File: config.mk
export PLATFORM = sky130hd
export DESIGN_NAME = mkio_manchester_rx
export DESIGN_NICKNAME = d
export VERILOG_FILES = /design/src/rtl/mkio_manchester_rx.sv
export SDC_FILE = /design/constraint.sdc
export NUM_CORES = 1
export LEC_CHECK = 0
export ABC_CLOCK_PERIOD_IN_PS = 2520
export CAP_MARGIN = 20
export CORE_MARGIN = 2
export CORE_UTILIZATION = 50
export DETAILED_ROUTE_END_ITERATION = 6
export GPL_TIMING_DRIVEN = 0
export PLACE_DENSITY = 0.78
export SLEW_MARGIN = 40
export SYNTH_ARGS = -nofsm -noshare
export SYNTH_HDL_FRONTEND = slang
export SYNTH_SLANG_ARGS = --single-unit
File: constraint.sdc
create_clock -name clk -period 2.52 [get_ports clk]
set_input_delay 0.504 -clock clk [delete_from_list [all_inputs] [get_ports clk]]
set_output_delay 0.504 -clock clk [all_outputs]
set_load 0.03 [all_outputs]
File: src/rtl/mkio_manchester_rx.sv
// rtl/mkio_manchester_rx.sv - MIL-STD-1553B Manchester word receiver for one MKIO channel
// Open-loop sampler timed from the mid-sync transition; no mid-bit resync.
module mkio_manchester_rx #(
   parameter int CLK_PER_HALF = 16
) (
   input  logic        clk,
   input  logic        reset,
   input  logic        di1,
   input  logic        di0,
   input  logic        rx_strob,
   output logic [15:0] word_data,
   output logic        word_cmd,
   output logic        parity_err,
   output logic        word_valid,
   output logic        rx_err,
   output logic        busy
);

   localparam int H       = CLK_PER_HALF;
   localparam int CW      = $clog2(2 * H);
   localparam int RUN_MIN = 3 * H - 4;

   localparam logic [CW-1:0] LOAD_SYNC2 = CW'(3 * H / 2 - 1);
   localparam logic [CW-1:0] LOAD_FIRST = CW'(2 * H - 1);
   localparam logic [CW-1:0] LOAD_HALF  = CW'(H - 1);

   localparam logic [1:0] LVL_HI = 2'b10;
   localparam logic [1:0] LVL_LO = 2'b01;

   typedef enum logic [1:0] {HUNT, SYNC2, DATA} state_t;

   logic [1:0]    sync1_q, sync2_q;
   logic [1:0]    prev_lvl_q;
   logic [7:0]    run_q, run_d;
   state_t        state_q;
   logic [CW-1:0] cnt_q;
   logic          half_q;
   logic [4:0]    bit_q;
   logic [1:0]    first_q;
   logic [1:0]    t0_lvl_q;
   logic          cmd_q;
   logic [15:0]   data_q;
   logic [15:0]   word_data_q;
   logic          word_cmd_q, parity_err_q, word_valid_q, rx_err_q, busy_q;

   logic [1:0] lvl;
   logic       lvl_valid, mid_sync, bit_ok, bit_val;

   always_ff @(posedge clk or negedge reset) begin
      if (!reset) begin
         sync1_q <= 2'b00;
         sync2_q <= 2'b00;
      end else begin
         sync1_q <= {di1, di0};
         sync2_q <= sync1_q;
      end
   end

   always_comb begin
      lvl       = sync2_q;
      lvl_valid = (lvl == LVL_HI) || (lvl == LVL_LO);
      run_d     = run_q;
      if (!lvl_valid)
         run_d = 8'd0;
      else if (lvl != prev_lvl_q)
         run_d = 8'd1;
      else if (run_q != 8'hFF)
         run_d = run_q + 8'd1;
      // run_q still holds the length of the previous level in the first cycle of the new one
      mid_sync = lvl_valid && (lvl != prev_lvl_q) && (int'(run_q) >= RUN_MIN);
      bit_ok   = ((first_q == LVL_HI) && (lvl == LVL_LO)) ||
                 ((first_q == LVL_LO) && (lvl == LVL_HI));
      bit_val  = (first_q == LVL_HI);
   end

   always_ff @(posedge clk or negedge reset) begin
      if (!reset) begin
         prev_lvl_q <= 2'b00;
         run_q      <= 8'd0;
      end else begin
         prev_lvl_q <= lvl;
         run_q      <= run_d;
      end
   end

   always_ff @(posedge clk or negedge reset) begin
      if (!reset) begin
         state_q      <= HUNT;
         cnt_q        <= '0;
         half_q       <= 1'b0;
         bit_q        <= 5'd0;
         first_q      <= 2'b00;
         t0_lvl_q     <= 2'b00;
         cmd_q        <= 1'b0;
         data_q       <= 16'h0000;
         word_data_q  <= 16'h0000;
         word_cmd_q   <= 1'b0;
         parity_err_q <= 1'b0;
         word_valid_q <= 1'b0;
         rx_err_q     <= 1'b0;
         busy_q       <= 1'b0;
      end else begin
         word_valid_q <= 1'b0;
         rx_err_q     <= 1'b0;
         if (!rx_strob) begin
            state_q <= HUNT;
            busy_q  <= 1'b0;
         end else begin
            case (state_q)
               HUNT: begin
                  if (mid_sync) begin
                     state_q  <= SYNC2;
                     busy_q   <= 1'b1;
                     cmd_q    <= (prev_lvl_q == LVL_HI);
                     t0_lvl_q <= lvl;
                     cnt_q    <= LOAD_SYNC2;
                  end
               end
               SYNC2: begin
                  if (cnt_q != '0) begin
                     cnt_q <= cnt_q - CW'(1);
                  end else if (lvl == t0_lvl_q) begin
                     state_q <= DATA;
                     cnt_q   <= LOAD_FIRST;
                     half_q  <= 1'b0;
                     bit_q   <= 5'd0;
                  end else begin
                     rx_err_q <= 1'b1;
                     state_q  <= HUNT;
                     busy_q   <= 1'b0;
                  end
               end
               DATA: begin
                  if (cnt_q != '0) begin
                     cnt_q <= cnt_q - CW'(1);
                  end else if (!half_q) begin
                     if (!lvl_valid) begin
                        rx_err_q <= 1'b1;
                        state_q  <= HUNT;
                        busy_q   <= 1'b0;
                     end else begin
                        first_q <= lvl;
                        half_q  <= 1'b1;
                        cnt_q   <= LOAD_HALF;
                     end
                  end else if (!bit_ok) begin
                     rx_err_q <= 1'b1;
                     state_q  <= HUNT;
                     busy_q   <= 1'b0;
                  end else if (bit_q == 5'd16) begin
                     word_data_q  <= data_q;
                     word_cmd_q   <= cmd_q;
                     parity_err_q <= ~(^data_q ^ bit_val);
                     word_valid_q <= 1'b1;
                     state_q      <= HUNT;
                     busy_q       <= 1'b0;
                  end else begin
                     data_q <= {data_q[14:0], bit_val};
                     bit_q  <= bit_q + 5'd1;
                     half_q <= 1'b0;
                     cnt_q  <= LOAD_HALF;
                  end
               end
               default: begin
                  state_q <= HUNT;
                  busy_q  <= 1'b0;
               end
            endcase
         end
      end
   end

   assign word_data  = word_data_q;
   assign word_cmd   = word_cmd_q;
   assign parity_err = parity_err_q;
   assign word_valid = word_valid_q;
   assign rx_err     = rx_err_q;
   assign busy       = busy_q;

endmodule
# ---- Yosys cells after proc, flatten, opt, wreduce, memory -nomap -nowiden
# Cells that the tools add are included.
dict set report classes {
  n_mux 60
  order_cmp 1
  n_reduce_logical 20
  n_addsub 3
  eq_ne 29
  bitwise 5
}
# operator n
set op_table {}
lappend op_table {{5-bit two-way mux} 14}
lappend op_table {{1-bit two-way mux} 28}
lappend op_table {{8-bit two-way mux} 3}
lappend op_table {{2-bit two-way mux} 9}
lappend op_table {{6-bit AND reduction} 3}
lappend op_table {{4-bit != test, second input constant} 4}
lappend op_table {{16-bit parity} 1}
lappend op_table {{3-bit != test, second input constant} 5}
lappend op_table {{5-bit one-hot mux with 3 select lines} 1}
lappend op_table {{5-bit AND reduction} 3}
lappend op_table {{2-bit != test, second input constant} 7}
lappend op_table {{5-bit one-hot mux with 2 select lines} 1}
lappend op_table {{8-bit by 1-bit adder with 8-bit output, second input constant} 1}
lappend op_table {{2-bit == test, second input constant} 4}
lappend op_table {{8-bit by 6-bit greater-or-equal comparator with 1-bit output, second input constant} 1}
lappend op_table {{8-bit != test, second input constant} 1}
lappend op_table {{8-bit AND reduction} 1}
lappend op_table {{7-bit AND reduction} 1}
lappend op_table {{2-bit by 1-bit == test with 1-bit output, second input constant} 3}
lappend op_table {{2-bit one-hot mux with 3 select lines} 1}
lappend op_table {{5-bit by 1-bit adder with 5-bit output, second input constant} 1}
lappend op_table {{5-bit == test, second input constant} 1}
lappend op_table {{5-bit != test, second input constant} 1}
lappend op_table {{5-bit nonzero test} 1}
lappend op_table {{other kinds (14)} 22}
dict set report totals {
  elab_cells 136
  reg_bits 69
  output_inout_bits 21
  input_bits 5
}

# ---- Longest topological paths before layout
dict set report depth {
  depth_word 8
  ltp_mapped 8
  depth_no_buf 7
}

# ---- Worst setup path before layout
# OpenSTA, ideal clock, no wires.
dict set report synth_path {
  kind {flip-flop to flip-flop}
  start {reg cnt_q[0]}
  end {reg data_q[0]}
  path_stages_with_launch 8
  path_slack_ns 0.472
  synth_period_minus_slack_ns 2.048
  required_ns 2.395
  setup_ns 0.125
  path_buffers 1
  arrival_time_ns 1.923
  cell_sequence {dfrtp_1 > inv_1 > ha_1 > nor4b_2 > nand3_1 > nor2_2 > buf_4 > mux2_2}
}
dict set report synth_via {
  elab_chain_cells 3
}
# item line
set synth_rtl {}
lappend synth_rtl {{start: declaration} 36} ;# logic [CW-1:0] cnt_q;
lappend synth_rtl {{start signal: assignment} 121} ;# cnt_q <= cnt_q - CW'(1);
lappend synth_rtl {{start signal: assignment} 135} ;# cnt_q <= cnt_q - CW'(1);
lappend synth_rtl {{5-bit nonzero test} 134} ;# if (cnt_q != '0) begin
lappend synth_rtl {{1-bit inverter (no source line)} -}
lappend synth_rtl {{6-bit AND reduction (no source line)} -}
lappend synth_rtl {{end signal: assignment} 158} ;# data_q <= {data_q[14:0], bit_val};
lappend synth_rtl {{end: declaration} 42} ;# logic [15:0] data_q;
# No other way between the ends.
# A chain may end at the register's enable or synchronous reset.

# ---- Final worst setup path
dict set report layout_path {
  start {reg cnt_q[0]}
  end {reg data_q[2]}
}
# Same word-level chain as after synthesis.

==> results.sh <==
export IMPL_status="complete, no violations"
export IMPL_peakVddDrop_v=0.0004142
export IMPL_synthTopCellsByCount="dfrtp_1, mux2_2, nand2_1, xnor2_1"
export IMPL_grt_use_total_pct=17.56
export IMPL_grt_pass1_vias=2238
export IMPL_design_area_sq_um=3969
export IMPL_cts_root_buffer="clkbuf_8"
export IMPL_core_area_sq_um=6459
export IMPL_ys_types=48
export IMPL_max_clock_path_buffers=2
export IMPL_dieHeight_um=86.31
export IMPL_utilization_pct=61.45
export IMPL_worst_slew_pin_slew_ps=677.6
export IMPL_r2r_end="data_q[2]$_DFFE_PN0P_"
export IMPL_path_clk_slew_ps=70
export IMPL_synth_most_common_cell="dfrtp_1"
export IMPL_clock_sinks=69
export IMPL_totalWireLength_um=5833
export IMPL_layout_drive_gt1_share_pct=21.08
export IMPL_synth_area_per_cell_sq_um=11.68
export IMPL_gp_congestion=0.8146
export IMPL_clock_latency_ps=350
export IMPL_fmax_mhz=423.6
export IMPL_drtPass1Iterations=4
export IMPL_fillerInstances=522
export IMPL_pin_count=26
export IMPL_drtIter0Drc=123
export IMPL_p_per_area_nw_per_um2=581.1
export IMPL_htree_num_levels=3
export IMPL_worst_endpoint_arrival_ps=2590
export IMPL_final_max_slew_viol_count=0
export IMPL_dieArea_sq_um=7449
export IMPL_p_clk_share_pct=37.7
export IMPL_critPathLaunchType="flop"
export IMPL_synthCells=290
export IMPL_ys_top_cells_by_area="dfrtp_1, mux2_2, xnor2_1"
export IMPL_synth_top_area_share_pct=50.98
export IMPL_num_nets_final=344
export IMPL_cp_endpoint="data_q[2]$_DFFE_PN0P_"
export IMPL_reg2reg_from="cnt_q[0]$_DFFE_PN0P_"
export IMPL_dieWidth_um=86.31
export IMPL_synth_warnings=0
export IMPL_synth_edf_count=0
export IMPL_drv_cap=0
export IMPL_ys_flop_type="dfrtp_1"
export IMPL_placed_area_sq_um=3762
export IMPL_floorplan_initialDensity_pct=52.44
export IMPL_finalSetupViolCount=0
export IMPL_antenna_found_initial=0
export IMPL_synthArstFlopShare_pct=100.0
export IMPL_p_int_uw=1702
export IMPL_dp_hpwl_um=4019
export IMPL_leakagePower_uw=0.001753
export IMPL_fin_skew_ps=8.210
export IMPL_viasPerCell=5.526
export IMPL_worstPathRequired_ps=2750
export IMPL_grt_setup_unrepaired="no"
export IMPL_gr_total_overflow=0
export IMPL_timing_final_crit_share_pct=93.68
export IMPL_syn_area_sq_um=3387
export IMPL_seq_power_share_pct=52.7
export IMPL_slew_limit_headroom_pct=54.48
export IMPL_ant_nets=0
export IMPL_hold_viol=0
export IMPL_grt_pass1_wl_um=10230
export IMPL_path_max_fanout=10
export IMPL_synthToLayoutAreaGrowth_pct=17.18
export IMPL_cts_setup_buffers=0
export IMPL_p_sw_share_pct=26.21
export IMPL_final_seq_area_sq_um=1727
export IMPL_rows=29
export IMPL_worstHoldPathType="reg2reg"
export IMPL_avgRoutedWirePerCell_um=14.26
export IMPL_io_buffer_count=25
export IMPL_r2r_slack_ps=160
export IMPL_p_sw_uw=604.6
export IMPL_critPathLaunch="cnt_q[0]$_DFFE_PN0P_"
export IMPL_power_frac_comb_pct=9.6
export IMPL_synth_area_leader_cell="dfrtp_1"
export IMPL_antenna_diode_count=0
export IMPL_final_cells=409
export IMPL_end_kind="flop"
export IMPL_syn_nets=306
export IMPL_multi_input_area_sq_um=1592
export IMPL_ys_ff_latch=69
export IMPL_cts_tree="built"
export IMPL_grt_max_degree=60
export IMPL_drcViolationCount=0
export IMPL_power_uw=2306
export IMPL_vias=2260
export IMPL_whs_ps=352.1
export IMPL_worstRegToRegCells=7
export IMPL_fin_crit_ps=2361
export IMPL_cts_buffers_inserted=9
export IMPL_ys_seq_area_share_pct=50.98
export IMPL_worst_setup_path_type="reg2reg"
export IMPL_dpl_cell_count=393
==> critical path, stage by stage (launching register included) <==
cell     delay, ps
dfrtp_1        390
inv_1           90
ha_1           220
nor4b_4        370
nand3_1        190
nor2_2         360
buf_4          260
mux2_2         350
==> registers in the layout, summed over array words and instances, names as in the netlist <==
| name | count |
|---|---|
| state_q | 2 |
| rx_err | 1 |
| busy | 1 |
| lvl | 2 |
| bit_q | 5 |
| word_data | 16 |
| word_valid | 1 |
| parity_err | 1 |
| prev_lvl_q | 2 |
| cnt_q | 5 |
| run_q | 8 |
| t0_lvl_q | 2 |
| first_q | 2 |
| data_q | 16 |
| sync1_q | 2 |
| cmd_q | 1 |
| word_cmd | 1 |
| half_q | 1 |
==> repair_timing <==
item                                    CTS  global route
hold endpoints to repair                 10             0
resized for setup                         1             0
hold buffers                              1             0
endpoints found under the setup margin    4             0
==> cell usage in the layout, fill, tap and decap left out, types with 4 or more instances in the layout <==
cell	count
a21oi_1	6
nor3_1	6
nand2b_1	4
nor2_1	15
clkdlybuf4s50_1	24
mux2_2	36
nand3_1	8
inv_1	13
xnor2_1	17
nand2_1	23
o21ai_0	15
dfrtp_1	69
or2_2	5
xor2_1	6
clkbuf_8	9
o31ai_1	4
ha_1	11
==> through the flow <==
stage               TNS, ps  setup slack, ps
global route              0            29.71
detailed placement        0            22.45
CTS                       0            124.2
floorplan                 0            472.3
global placement     -96080            -1396
finish                    0            159.1
==> cell type report <==
type	count	area share [%]
clock buffers	9	3.121
flip-flops and latches	69	43.51
plain buffers	6	0.7251
inverters	13	1.230
clock inverters	6	1.608
multi-input cells	202	40.10
well taps	77	2.427
repair buffers	27	7.282
==> worst min path at each step <==
stage	start	end	slack [ps]	cells after the start
after detailed placement	reset	busy$_DFFE_PN0P_	330	1
after global routing	sync1_q[1]$_DFF_PN0_	lvl[1]$_DFF_PN0_	360	0
after CTS	sync1_q[1]$_DFF_PN0_	lvl[1]$_DFF_PN0_	350	0
final	sync1_q[1]$_DFF_PN0_	lvl[1]$_DFF_PN0_	350	0
after floorplan	reset	bit_q[0]$_DFFE_PN0P_	210	0
after global placement	sync1_q[1]$_DFF_PN0_	lvl[1]$_DFF_PN0_	330	0
==> kinds of logic after synthesis <==
family	after synthesis	share of synthesized area [%]
and+or+nand+nor	80	12.97
DFF	69	50.98
AOI/OAI and AO/OA	46	9.567
muxes	41	13.52
xor gates and xnor gates	24	6.612
buffers and inverters	19	2.291
adders and majority gates	11	4.063
==> power groups by stage <==
stage,clock network [uW],logic (uW),registers (uW)
final,869,221,1220
after global placement,0,207,1230
after CTS,893,224,1210
after detailed placement,0,217,1230
after global routing,933,255,1220
after floorplan,0,151,1220
==> metal layers <==
| metal | part of all wire, % | global-route usage, % | up-vias |
|---|---|---|---|
| met1 | 47 | 23.36 | 1111 |
| met3 | 3.0 | 3.048 | 10 |
| met4 | 2.0 | 9.943 | 0 |
| met5 | 0 | 0 | - |
| li1 | - | - | 1100 |
| met2 | 48 | 27.34 | 39 |
(Power assumes the default switching activity.)
